<file path="config.mk">
export PLATFORM = sky130hd
export DESIGN_NAME = multu_hilo_unit
export DESIGN_NICKNAME = d
export VERILOG_FILES = /design/src/rtl/multu_hilo_unit.sv
export SDC_FILE = /design/constraint.sdc
export NUM_CORES = 1
export LEC_CHECK = 0
export BUFFER_PORTS_ARGS = -buffer_cell sky130_fd_sc_hd__buf_2
export CAP_MARGIN = 30
export CORE_MARGIN = 2
export CORE_UTILIZATION = 40
export DETAILED_ROUTE_END_ITERATION = 7
export SLEW_MARGIN = 15
export SYNTH_ARGS = -nofsm -noshare
export SYNTH_HDL_FRONTEND = slang
export SYNTH_SLANG_ARGS = --single-unit
</file>
<file path="constraint.sdc">
create_clock -name clk -period 3 [get_ports clk]
set_clock_uncertainty 0.1 [all_clocks]
set_input_delay 0.15 -clock clk [delete_from_list [all_inputs] [get_ports clk]]
set_output_delay 0.15 -clock clk [all_outputs]
set_load 0.01 [all_outputs]
</file>
<file path="src/rtl/multu_hilo_unit.sv">
// Unsigned shift-add multiplier with HI/LO commit, driven by the ALU-control function-code stream.
// MULTU starts a WIDTH-iteration multiply, HILO_WR commits it, and MFHI/MFLO read the committed registers.
module multu_hilo_unit #(
  parameter int         WIDTH        = 32,
  parameter logic [5:0] MULTU_CODE   = 6'b011001,
  parameter logic [5:0] HILO_WR_CODE = 6'b111111,
  parameter logic [5:0] MFHI_CODE    = 6'b010000,
  parameter logic [5:0] MFLO_CODE    = 6'b010010
) (
  input  logic             clk,
  input  logic             rst_n,
  input  logic [5:0]       Signal,
  input  logic [WIDTH-1:0] dataA,
  input  logic [WIDTH-1:0] dataB,
  output logic [WIDTH-1:0] dataOut,
  output logic             busy,
  output logic             done,
  output logic             hilo_wr
);

  localparam int CW = (WIDTH > 1) ? $clog2(WIDTH) : 1;
  localparam logic [CW-1:0] LAST = CW'(WIDTH - 1);

  typedef enum logic [1:0] {IDLE, RUN, DONE} state_t;

  state_t             state;
  logic [2*WIDTH-1:0] product;
  logic [WIDTH-1:0]   mcand;
  logic [WIDTH-1:0]   hi, lo;
  logic [CW-1:0]      cnt;
  logic               wr_pend;
  logic               armed;
  logic               is_mult, is_wr;
  logic [WIDTH:0]     upper;
  logic [2*WIDTH-1:0] prod_nxt;

  assign is_mult = (Signal == MULTU_CODE);
  assign is_wr   = (Signal == HILO_WR_CODE);

  // One shift-add step; the carry out of the upper half shifts down into bit 2W-1.
  assign upper    = {1'b0, product[2*WIDTH-1:WIDTH]} + (product[0] ? {1'b0, mcand} : '0);
  assign prod_nxt = {upper, product[WIDTH-1:1]};

  always_comb begin
    dataOut = '0;
    if (Signal == MFHI_CODE)      dataOut = hi;
    else if (Signal == MFLO_CODE) dataOut = lo;
  end

  always_ff @(posedge clk or negedge rst_n) begin
    if (!rst_n) begin
      state   <= IDLE;
      product <= '0;
      mcand   <= '0;
      hi      <= '0;
      lo      <= '0;
      cnt     <= '0;
      wr_pend <= 1'b0;
      armed   <= 1'b1;
      busy    <= 1'b0;
      done    <= 1'b0;
      hilo_wr <= 1'b0;
    end else begin
      hilo_wr <= 1'b0;
      // A MULTU code held past completion must not retrigger; any other code re-arms.
      if (!is_mult) armed <= 1'b1;
      case (state)
        IDLE: begin
          if (is_mult && armed) begin
            mcand   <= dataA;
            product <= {{WIDTH{1'b0}}, dataB};
            cnt     <= '0;
            wr_pend <= 1'b0;
            armed   <= 1'b0;
            busy    <= 1'b1;
            state   <= RUN;
          end
        end
        RUN: begin
          if (!is_mult && !is_wr) begin
            busy  <= 1'b0;
            state <= IDLE;
          end else begin
            product <= prod_nxt;
            cnt     <= cnt + 1'b1;
            if (is_wr) wr_pend <= 1'b1;
            if (cnt == LAST) begin
              busy  <= 1'b0;
              done  <= 1'b1;
              state <= DONE;
            end
          end
        end
        DONE: begin
          if (is_wr || wr_pend) begin
            hi      <= product[2*WIDTH-1:WIDTH];
            lo      <= product[WIDTH-1:0];
            hilo_wr <= 1'b1;
            wr_pend <= 1'b0;
            done    <= 1'b0;
            state   <= IDLE;
          end
        end
        default: state <= IDLE;
      endcase
    end
  end

endmodule

</file>
==> results.cfg, run 1 <==
[logic_synthesis]
syn_area_per_cell_sq_um = 10.13
ys_async_sr_fraction_pct = 100.0
synth_cell_types = 60
synth-warning-count = 0
seq_area_frac_synth_pct = 46.49
synth_cells = 914
synth_edf_count = 0
synth_nets = 1021
syn_area_sq_mm = 0.009260
yosys_most_used_dff = dfrtp_1
synth.ff_latch_count = 172

[die]
die_x_um = 156.2
initial_core_util_pct = 40.78
fp.dieArea_sq_mm = 0.02438
io-pin-count = 107
core.rowCount = 55
die_h_um = 156.2
core-area_sq_mm = 0.02271

[routing]
wirelength_um = 23010
via_per_inst = 5.348
drt_iter0_markers = 481
firstDrtPassIters = 5
drc = 0
wl_per_cell_um = 16.49
dr_total_vias = 7460
ant_nets = 0

[sta]
relSlewSlack_pct = 41.49
grt_setup_unrepaired = yes
setup_violations = 0
post-route-min-period_ns = 2.929
max_slew.worst_pin.slew_ns = 0.8777
period_share_pct = 97.62
final_max_slew_viol_count = 0
worst_hold_slack_ns = 0.01225
fmax_mhz = 341.5
hold_violations = 0
timing.final.ws_setup_ns = 0.07136

[clock_network]
htree_levels = 4
clk-insertion-delay-late_ns = 0.43
clockRootBuffer = clkbuf_16
cts_buffers = 17
cts_buffer_depth = 2
clk_pin_slew_ns = 0.07
cts_tree = yes
clock_sinks = 172

[pwr]
share_clk_of_total_power_pct = 37.5
total_power_mw = 5.606
sw_frac_of_total_pct = 26.66
power_frac_seq_pct = 47.6
power_density_mw_per_mm2 = 478.5
leakagePower_nw = 5.645
p_sw_mw = 1.494
pwr-share-comb_pct = 14.9
p_int_mw = 4.111
ir_worst_vdd_v = 0.0002643

[setup_path]
critPathBufInv = 2
crit_type = reg -> reg
crit_chain = buf_4 -> buf_12 -> and2_1 -> ha_2 -> o2111ai_2 -> a21o_1 -> a211o_1 -> a211oi_4 -> o21ai_1 -> a32o_1
crit_arrival_ns = 3.15
crit_family = compound AO/OA/AOI/OAI gates
cp-start-kind = flip-flop
slowest_stage = dfrtp_1
cp.required_ns = 3.22
critPathCaptureType = flip-flop
slowest_delay_ns = 0.40
critical_path_peak_fanout = 28

[finish]
final_util_pct = 51.59
diodes = 0
nNetsFinal = 1204
area_delta_synth_final_pct = 26.52
drive_gt1_share_pct = 23.33

[placed_design]
dpl_worst_slack_ns = -0.03158
hpwl_um = 16240
place.port_buffers = 106
place.gp.congestion = 0.9035

[grt]
grt_pass1_vias = 7053
grt_start_max_net_pins = 63
antenna_found_initial = 0
overflow = 0
track_usage_pct = 19.20
grt_pass1_wl_um = 36960

[outcome]
status = completed

[flow_run]
drv_cap = 0

[min_path]
hold_path_class = in -> reg
[cell type report]
class | instances | area, sq um
clock buffers | 20 | 446.7
clock inverters | 12 | 117.6
fillers | 2079 | 10990
inverters | 14 | 52.55
multi-input cells | 672 | 4852
flip-flops and latches | 172 | 4305
well taps | 285 | 356.6
repair buffers | 220 | 1585
[registers in the layout, indices dropped and copies added (netlist names)]
name	flops
done	1
cnt	5
state	2
product	64
mcand	32
busy	1
hilo_wr	1
armed	1
wr_pend	1
hi	32
lo	32
[stage by stage]
stage / instance area [sq um] / setup TNS, ns / cells
2_1_floorplan: 9260 / 0 / 914
3_3_place_gp: 10260 / 0 / 1291
3_5_place_dp: 10260 / -0.05704 / 1291
4_1_cts: 11510 / 0 / 1391
5_1_grt: 11720 / -0.07982 / 1395
6_report: 11720 / 0 / 1395
[path summary, 6_finish.rpt]
kind                       slack, ns     endpoint  cells after the start  startpoint
max in group asynchronous       1.85    mcand[17]                      3       rst_n
min reg2reg                     0.38    mcand[24]                      1   mcand[24]
min in group asynchronous       0.16  product[25]                      2       rst_n
min                             0.01        armed                      3   Signal[0]
max reg2reg                     0.07  product[55]                     10  product[0]
max                             0.07  product[55]                     10  product[0]
[routing by layer]
metal	track usage, %	vias up	wire length (um)
li1	-	3619	-
met1	29.13	3615	11700
met2	28.32	194	9926
met3	2.833	32	973
met4	5.810	0	404
met5	0	-	0
[worst reg2reg max path, cell delays in order (launching register included)]
cell and delay [ns]:
dfrtp_1 0.40, buf_4 0.17, buf_12 0.16, and2_1 0.15, ha_2 0.38, o2111ai_2 0.16
a21o_1 0.25, a211o_1 0.37, a211oi_4 0.34, o21ai_1 0.10, a32o_1 0.26
[power groups by stage]
stage               combinational, mW  sequential [mW]  clock [mW]
global route                    0.932             2.70        2.24
detailed placement              0.743             2.71           0
global placement                0.724             2.70           0
CTS                             0.813             2.67        2.16
finish                          0.834             2.67        2.10
floorplan                       0.482             2.65           0
[cells by family (layout without fill, tap and decap cells)]
family          after synthesis  in the layout  synth area share (%)
simple gates                303            303                 14.94
compound gates              184            184                 13.26
flops                       172            172                 46.49
mux                         131            131                 15.46
buf+inv                      70            266                 3.243
fa+ha+maj                    35             35                 4.810
xor+xnor                     19             19                 1.797
[cell usage after synthesis, types with 4 or more instances]
cell,instances,area (sq um)
a211o_1,4,35.03
a31oi_1,33,206.5
nand2b_1,8,50.05
nand3_1,13,65.06
and3_1,6,37.54
nand4_1,10,62.56
dfrtp_1,171,4279
buf_2,24,120.1
o21ai_0,38,190.2
ha_1,34,425.4
o31ai_1,7,52.55
nor2_1,79,296.5
o21ai_1,13,65.06
nor3_1,10,50.05
mux2_2,29,326.6
a21oi_1,33,165.2
or3_1,7,43.79
clkbuf_1,28,105.1
xor2_1,6,52.55
mux2i_1,35,350.3
a21o_1,15,112.6
a211oi_1,4,30.03
xnor2_1,13,113.9
nor2b_1,4,25.02
nand2_1,120,450.4
inv_1,14,52.55
a32o_1,5,50.05
mux2_1,67,754.5
and2_1,34,212.7
[repair_timing]
item	CTS	global route
endpoints found under the setup margin	2	15
hold buffers	67	0
endpoints found under the hold margin	123	0
gates resized for setup	1	36
setup buffers	1	4
pin swaps	2	10
[cell usage in the layout, fill, tap and decap left out, drive strengths merged, types with 4 or more instances in the layout]
| master | Yosys | routed |
|---|---|---|
| o31ai | 8 | 8 |
| o21ai | 51 | 51 |
| nand2 | 120 | 120 |
| inv | 14 | 15 |
| a32o | 5 | 5 |
| a211oi | 6 | 6 |
| nand4 | 11 | 11 |
| and2 | 34 | 34 |
| nor2 | 79 | 79 |
| a211o | 4 | 4 |
| buf | 28 | 153 |
| dlygate4sd3 | 0 | 67 |
| xnor2 | 13 | 13 |
| nand2b | 8 | 8 |
| and3 | 6 | 6 |
| nor3 | 10 | 10 |
| mux2 | 96 | 96 |
| or3 | 7 | 7 |
| a21oi | 35 | 35 |
| dfrtp | 171 | 171 |
| nor2b | 4 | 4 |
| ha | 34 | 34 |
| clkinvlp | 0 | 4 |
| nand3 | 13 | 13 |
| xor2 | 6 | 6 |
| a31oi | 33 | 33 |
| clkinv | 0 | 6 |
| clkbuf | 28 | 20 |
| a21o | 15 | 15 |
| mux2i | 35 | 35 |
Note: power is estimated with default switching activity, not from simulation.
==> inputs of run 2 (changes only) <==
--- a/config.mk
+++ b/config.mk
@@ -7,7 +7,6 @@
 export LEC_CHECK = 0
 export BUFFER_PORTS_ARGS = -buffer_cell sky130_fd_sc_hd__buf_2
 export CAP_MARGIN = 30
-export CORE_MARGIN = 2
 export CORE_UTILIZATION = 40
 export DETAILED_ROUTE_END_ITERATION = 7
 export SLEW_MARGIN = 15
==> run 2 against run 1 <==
Against the previous run: critical path depth unchanged; sequential share of layout area up 0.36 points; non-clock buffer count down 1; final area down 0.97%; maximum frequency rose by 0.47%; sequential power barely moved; first-iteration DRC count stayed put; clock-buffer cell count rose by 1; hold slack better by 0.020 ns; total power is 0.34% higher; die area fell by 2.5%; critical endpoint is now product[60].
==> results.cfg, run 2 (synthesis gave the netlist of run 1 again) <==
[clock_network]
cts_buffer_depth = 2
htree_levels = 4
clock_sinks = 172
cts_tree = yes
clk_pin_slew_ns = 0.07
clockRootBuffer = clkbuf_16
clk-insertion-delay-late_ns = 0.44
cts_buffers = 17

[placed_design]
dp.cells = 1293
dpl_cell_area_sq_mm = 0.01028
hpwl_um = 16030
dpl_worst_slack_ns = 0.05648
place.port_buffers = 106
place.gp.congestion = 0.8620

[routing]
via_per_inst = 5.230
ant_nets = 0
drc = 0
dr_total_vias = 7291
firstDrtPassIters = 5
wl_per_cell_um = 16.26
wirelength_um = 22660
drt_iter0_markers = 481

[die]
core.rowCount = 55
die_x_um = 154.2
die_h_um = 154.2
fp.dieArea_sq_mm = 0.02376
io-pin-count = 107
initial_core_util_pct = 40.90
core-area_sq_mm = 0.02264

[flow_run]
drv_cap = 0

[sta]
fmax_mhz = 343.1
max_slew.worst_pin.slew_ns = 0.6103
setup_violations = 0
timing.final.ws_setup_ns = 0.08503
relSlewSlack_pct = 59.32
hold_violations = 0
final_max_slew_viol_count = 0
period_share_pct = 97.17
post-route-min-period_ns = 2.915
setup_tns_ns = 0
worst_hold_slack_ns = 0.03181

[min_path]
hold_path_depth = 3
worstHoldStart = Signal[0]
min_to = armed
hold_path_class = in -> reg

[setup_path]
cp-start-kind = flip-flop
critPathCaptureType = flip-flop
crit_type = reg -> reg
cp.required_ns = 3.22
r2r_start = product[0]
crit_chain = buf_12 -> and2_1 -> ha_1 -> a21o_1 -> o21bai_4 -> o2111a_2 -> o31ai_4 -> nor4_1 -> or3_1 -> a32o_1
reg2reg_depth = 10
slowest_stage = dfrtp_1
crit_arrival_ns = 3.13
slowest_delay_ns = 0.40
ff2ff_setup_slack_ns = 0.09
r2r_end = product[60]
critical_path_peak_fanout = 33

[pwr]
power_frac_seq_pct = 47.3
share_clk_of_total_power_pct = 38.3
leakagePower_nw = 5.686
p_int_mw = 4.126
sw_frac_of_total_pct = 26.66
p_sw_mw = 1.499
power_density_mw_per_mm2 = 484.8
total_power_mw = 5.625
pwr-share-comb_pct = 14.4
ir_worst_vdd_v = 0.0002937

[grt]
overflow = 0
grt_pass1_vias = 7003
grt_start_max_net_pins = 66
grt_pass1_wl_um = 37340
antenna_found_initial = 0
track_usage_pct = 20.12

[finish]
postLayoutCellArea_sq_mm = 0.01160
area_delta_synth_final_pct = 25.29
final_cell_mix = 171 x dfrtp_1, 119 x nand2_1, 105 x buf_2
diodes = 0
final_common_cell = dfrtp_1
fin_cells = 1394
regMostFlops = product
nFillCells = 2047
largest_register_ffs = 64
drive_gt1_share_pct = 21.01
final_util_pct = 51.25
nNetsFinal = 1203

[outcome]
status = completed
-- run 2: changes by cell type in the layout (fill, tap and decap cells not counted), moves of 3 or more --
| cell | before | now |
|---|---|---|
| ha_2 | 7 | 0 |
| ha_1 | 21 | 33 |
| ha_4 | 6 | 1 |
| clkinv_4 | 5 | 2 |
| a21oi_2 | 6 | 3 |
| a21oi_1 | 29 | 32 |
| inv_6 | 1 | 4 |
-- run 2: per-layer routing --
| metal | track usage (%) | vias to the layer above | share of wire (%) |
|---|---|---|---|
| li1 | - | 3608 | - |
| met1 | 29.97 | 3489 | 51 |
| met2 | 30.22 | 171 | 43 |
| met3 | 3.354 | 23 | 4.7 |
| met4 | 5.048 | 0 | 1.2 |
| met5 | 0 | - | 0 |
-- run 2: worst max path at each step --
stage,endpoint,startpoint,cells past startpoint,slack (ns)
final,product[60],product[0],10,0.09
after global routing,product[55],product[0],11,-0.01
after CTS,product[55],product[0],11,0.05
after detailed placement,product[55],product[0],11,0.06
after global placement,product[55],product[0],11,0.09
after floorplan,product[60],product[0],11,0.21
-- run 2: area by class of cell --
class	count	area (sq um)	area share [%]
clock inverters	11	110.1	0.9490
clock buffers	21	460.4	3.969
flip-flops and latches	172	4305	37.11
repair buffers	219	1598	13.77
inverters	14	52.55	0.4529
multi-input cells	672	4720	40.68
well taps	285	356.6	3.073
-- run 2: power groups by stage --
stage	registers (mW)	clock network (mW)	logic, mW
after floorplan	2.65	0	0.482
after CTS	2.66	2.20	0.809
final	2.66	2.15	0.808
after global routing	2.69	2.29	0.908
after global placement	2.70	0	0.728
after detailed placement	2.70	0	0.740
-- run 2: worst max-delay path: cells and delay by family, from the launching register on --
family | cells | cell delay, ns
and+or+nand+nor | 3 | 0.56
buffers and inverters | 1 | 0.17
adders and majority gates | 1 | 0.33
DFF | 1 | 0.40
AOI/OAI and AO/OA | 5 | 1.25
-- run 2: repair_timing --
item                                    in CTS  in global routing
setup buffers                                0                  1
hold buffers                                67                  0
endpoints found under the setup margin       0                  8
resized for setup                            0                  9
endpoints found under the hold margin      125                  0
==> inputs of run 3 (changes only) <==
--- a/config.mk
+++ b/config.mk
@@ -9,6 +9,7 @@
 export CAP_MARGIN = 30
 export CORE_UTILIZATION = 40
 export DETAILED_ROUTE_END_ITERATION = 7
+export RECOVER_POWER = 100
 export SLEW_MARGIN = 15
 export SYNTH_ARGS = -nofsm -noshare
 export SYNTH_HDL_FRONTEND = slang
==> run 3 against run 2 <==
Against the previous run: combinational power is 1% lower; the flow now finishes with violations (max-capacitance violations, max-slew violations); largest cell class unchanged; non-clock buffer count is the same; die area unchanged; hold slack got worse by 0.0051 ns; setup slack got worse by 0.00087 ns; final area down 1.1%; register-to-register slack about the same.
==> results.cfg, run 3 (synthesis gave the netlist of run 1 again) <==
[finish]
area_delta_synth_final_pct = 23.96
largest_register_ffs = 64
final_cell_mix = 171 x dfrtp_1, 119 x nand2_1, 78 x nor2_1
final_common_cell = dfrtp_1
nNetsFinal = 1203
diodes = 0
drive_gt1_share_pct = 17.49
fin_cells = 1394
regMostFlops = product

[sta]
relSlewSlack_pct = -7.032
fmax_mhz = 343.0
post-route-min-period_ns = 2.916
final_max_slew_viol_count = 66
setup_violations = 0
setup_tns_ns = 0
period_share_pct = 97.19
max_slew.worst_pin.slew_ns = 1.605
hold_violations = 0

[routing]
firstDrtPassIters = 5
via_per_inst = 5.235
drc = 0
wl_per_cell_um = 16.31
ant_nets = 0
wirelength_um = 22740
drt_iter0_markers = 457
dr_total_vias = 7298

[clock_network]
clockRootBuffer = clkbuf_16
cts_buffers = 17
cts_buffer_depth = 2
htree_levels = 4
clock_sinks = 172
cts_tree = yes
clk_pin_slew_ns = 0.07
clk-insertion-delay-late_ns = 0.44

[setup_path]
path_depth = 10
crit_family = compound AO/OA/AOI/OAI gates
cp-start-kind = flip-flop
critPathCaptureType = flip-flop
slowest_delay_ns = 0.40
critPathBufInv = 1
critical_path_peak_fanout = 33
reg2reg_depth = 10
crit_arrival_ns = 3.13
slowest_stage = dfrtp_1
cp.required_ns = 3.22
crit_chain = buf_12 -> and2_1 -> ha_1 -> a21o_1 -> o21bai_4 -> o2111a_2 -> o31ai_4 -> nor4_1 -> or3_1 -> a32o_1
crit_type = reg -> reg

[placed_design]
place.port_buffers = 106
dp.cells = 1293
hpwl_um = 16030
place.gp.congestion = 0.8620

[outcome]
failed_checks = max-capacitance violations, max-slew violations
status = finished, violations left

[min_path]
hold_path_depth = 3
hold_path_class = in -> reg

[die]
fp.dieArea_sq_mm = 0.02376
io-pin-count = 107
core-area_sq_mm = 0.02264
die_x_um = 154.2
initial_core_util_pct = 40.90
core.rowCount = 55
die_h_um = 154.2

[pwr]
power_density_mw_per_mm2 = 489.3
ir_worst_vdd_v = 0.0002938
leakagePower_nw = 5.498

[grt]
grt_pass1_wl_um = 37340
grt_start_max_net_pins = 66
overflow = 0
antenna_found_initial = 0
grt_pass1_vias = 7003
track_usage_pct = 20.12

[flow_run]
drv_cap = 1
-- run 3: metal layers --
layer  up-vias  wire length, um  global-route usage, %
met1      3502            11780                  29.97
met4         0              278                  5.048
met3        25              916                  3.354
met5         -                0                      0
li1       3604                -                      -
met2       167             9766                  30.22
-- run 3: area by class of cell --
class | count | area (sq um)
Fill cell | 2086 | 11160
Clock inverter | 11 | 110.1
Sequential cell | 172 | 4305
Multi-Input combinational cell | 672 | 4708
Tap cell | 285 | 356.6
Inverter | 14 | 52.55
Clock buffer | 21 | 460.4
Timing Repair Buffer | 219 | 1485
-- run 3: worst paths after layout --
| path | from | endpoint | slack (ns) |
|---|---|---|---|
| max in group asynchronous | rst_n | lo[0] | 0.66 |
| worst min register to register | busy | busy | 0.38 |
| worst min-delay path | Signal[0] | armed | 0.03 |
| min in group asynchronous | rst_n | lo[26] | 0.57 |
| worst max register to register | product[0] | product[60] | 0.08 |
| worst max-delay path | product[0] | product[60] | 0.08 |
-- run 3: stage by stage --
step           utilization (%)  total power, mW  hold slack, ns  setup slack (ns)  area, sq um
6_report                 50.70            5.617         0.02668           0.08416        11480
4_1_cts                  50.87            5.673         0.01196           0.05254        11520
5_1_grt                  50.70            5.884         0.03156          -0.01240        11480
2_1_floorplan                -            3.137         -0.2456            0.2137         9260
3_5_place_dp             45.39            3.445         0.08845           0.05648        10280
3_3_place_gp             45.39            3.429         0.09019           0.09336        10280
-- run 3: power by group --
group          internal (mW)  leakage (nW)  switching (mW)
sequential              2.52          2.29           0.139
clock                   1.20         0.271           0.959
combinational          0.398          2.94           0.401
total                   4.12          5.50            1.50
-- run 3: tightest hold or removal path, delay by kind of cell --
family,cells,cell delay (ns)
and+or+nand+nor,2,0.27
buffers and inverters,1,0.10
-- run 3: repair_timing --
action                                 in CTS  in global routing
endpoints found under the hold margin     125                  0
setup endpoints to repair                   0                  8
resized for setup                           0                  9
hold buffers                               67                  0
buffers inserted                            0                  1
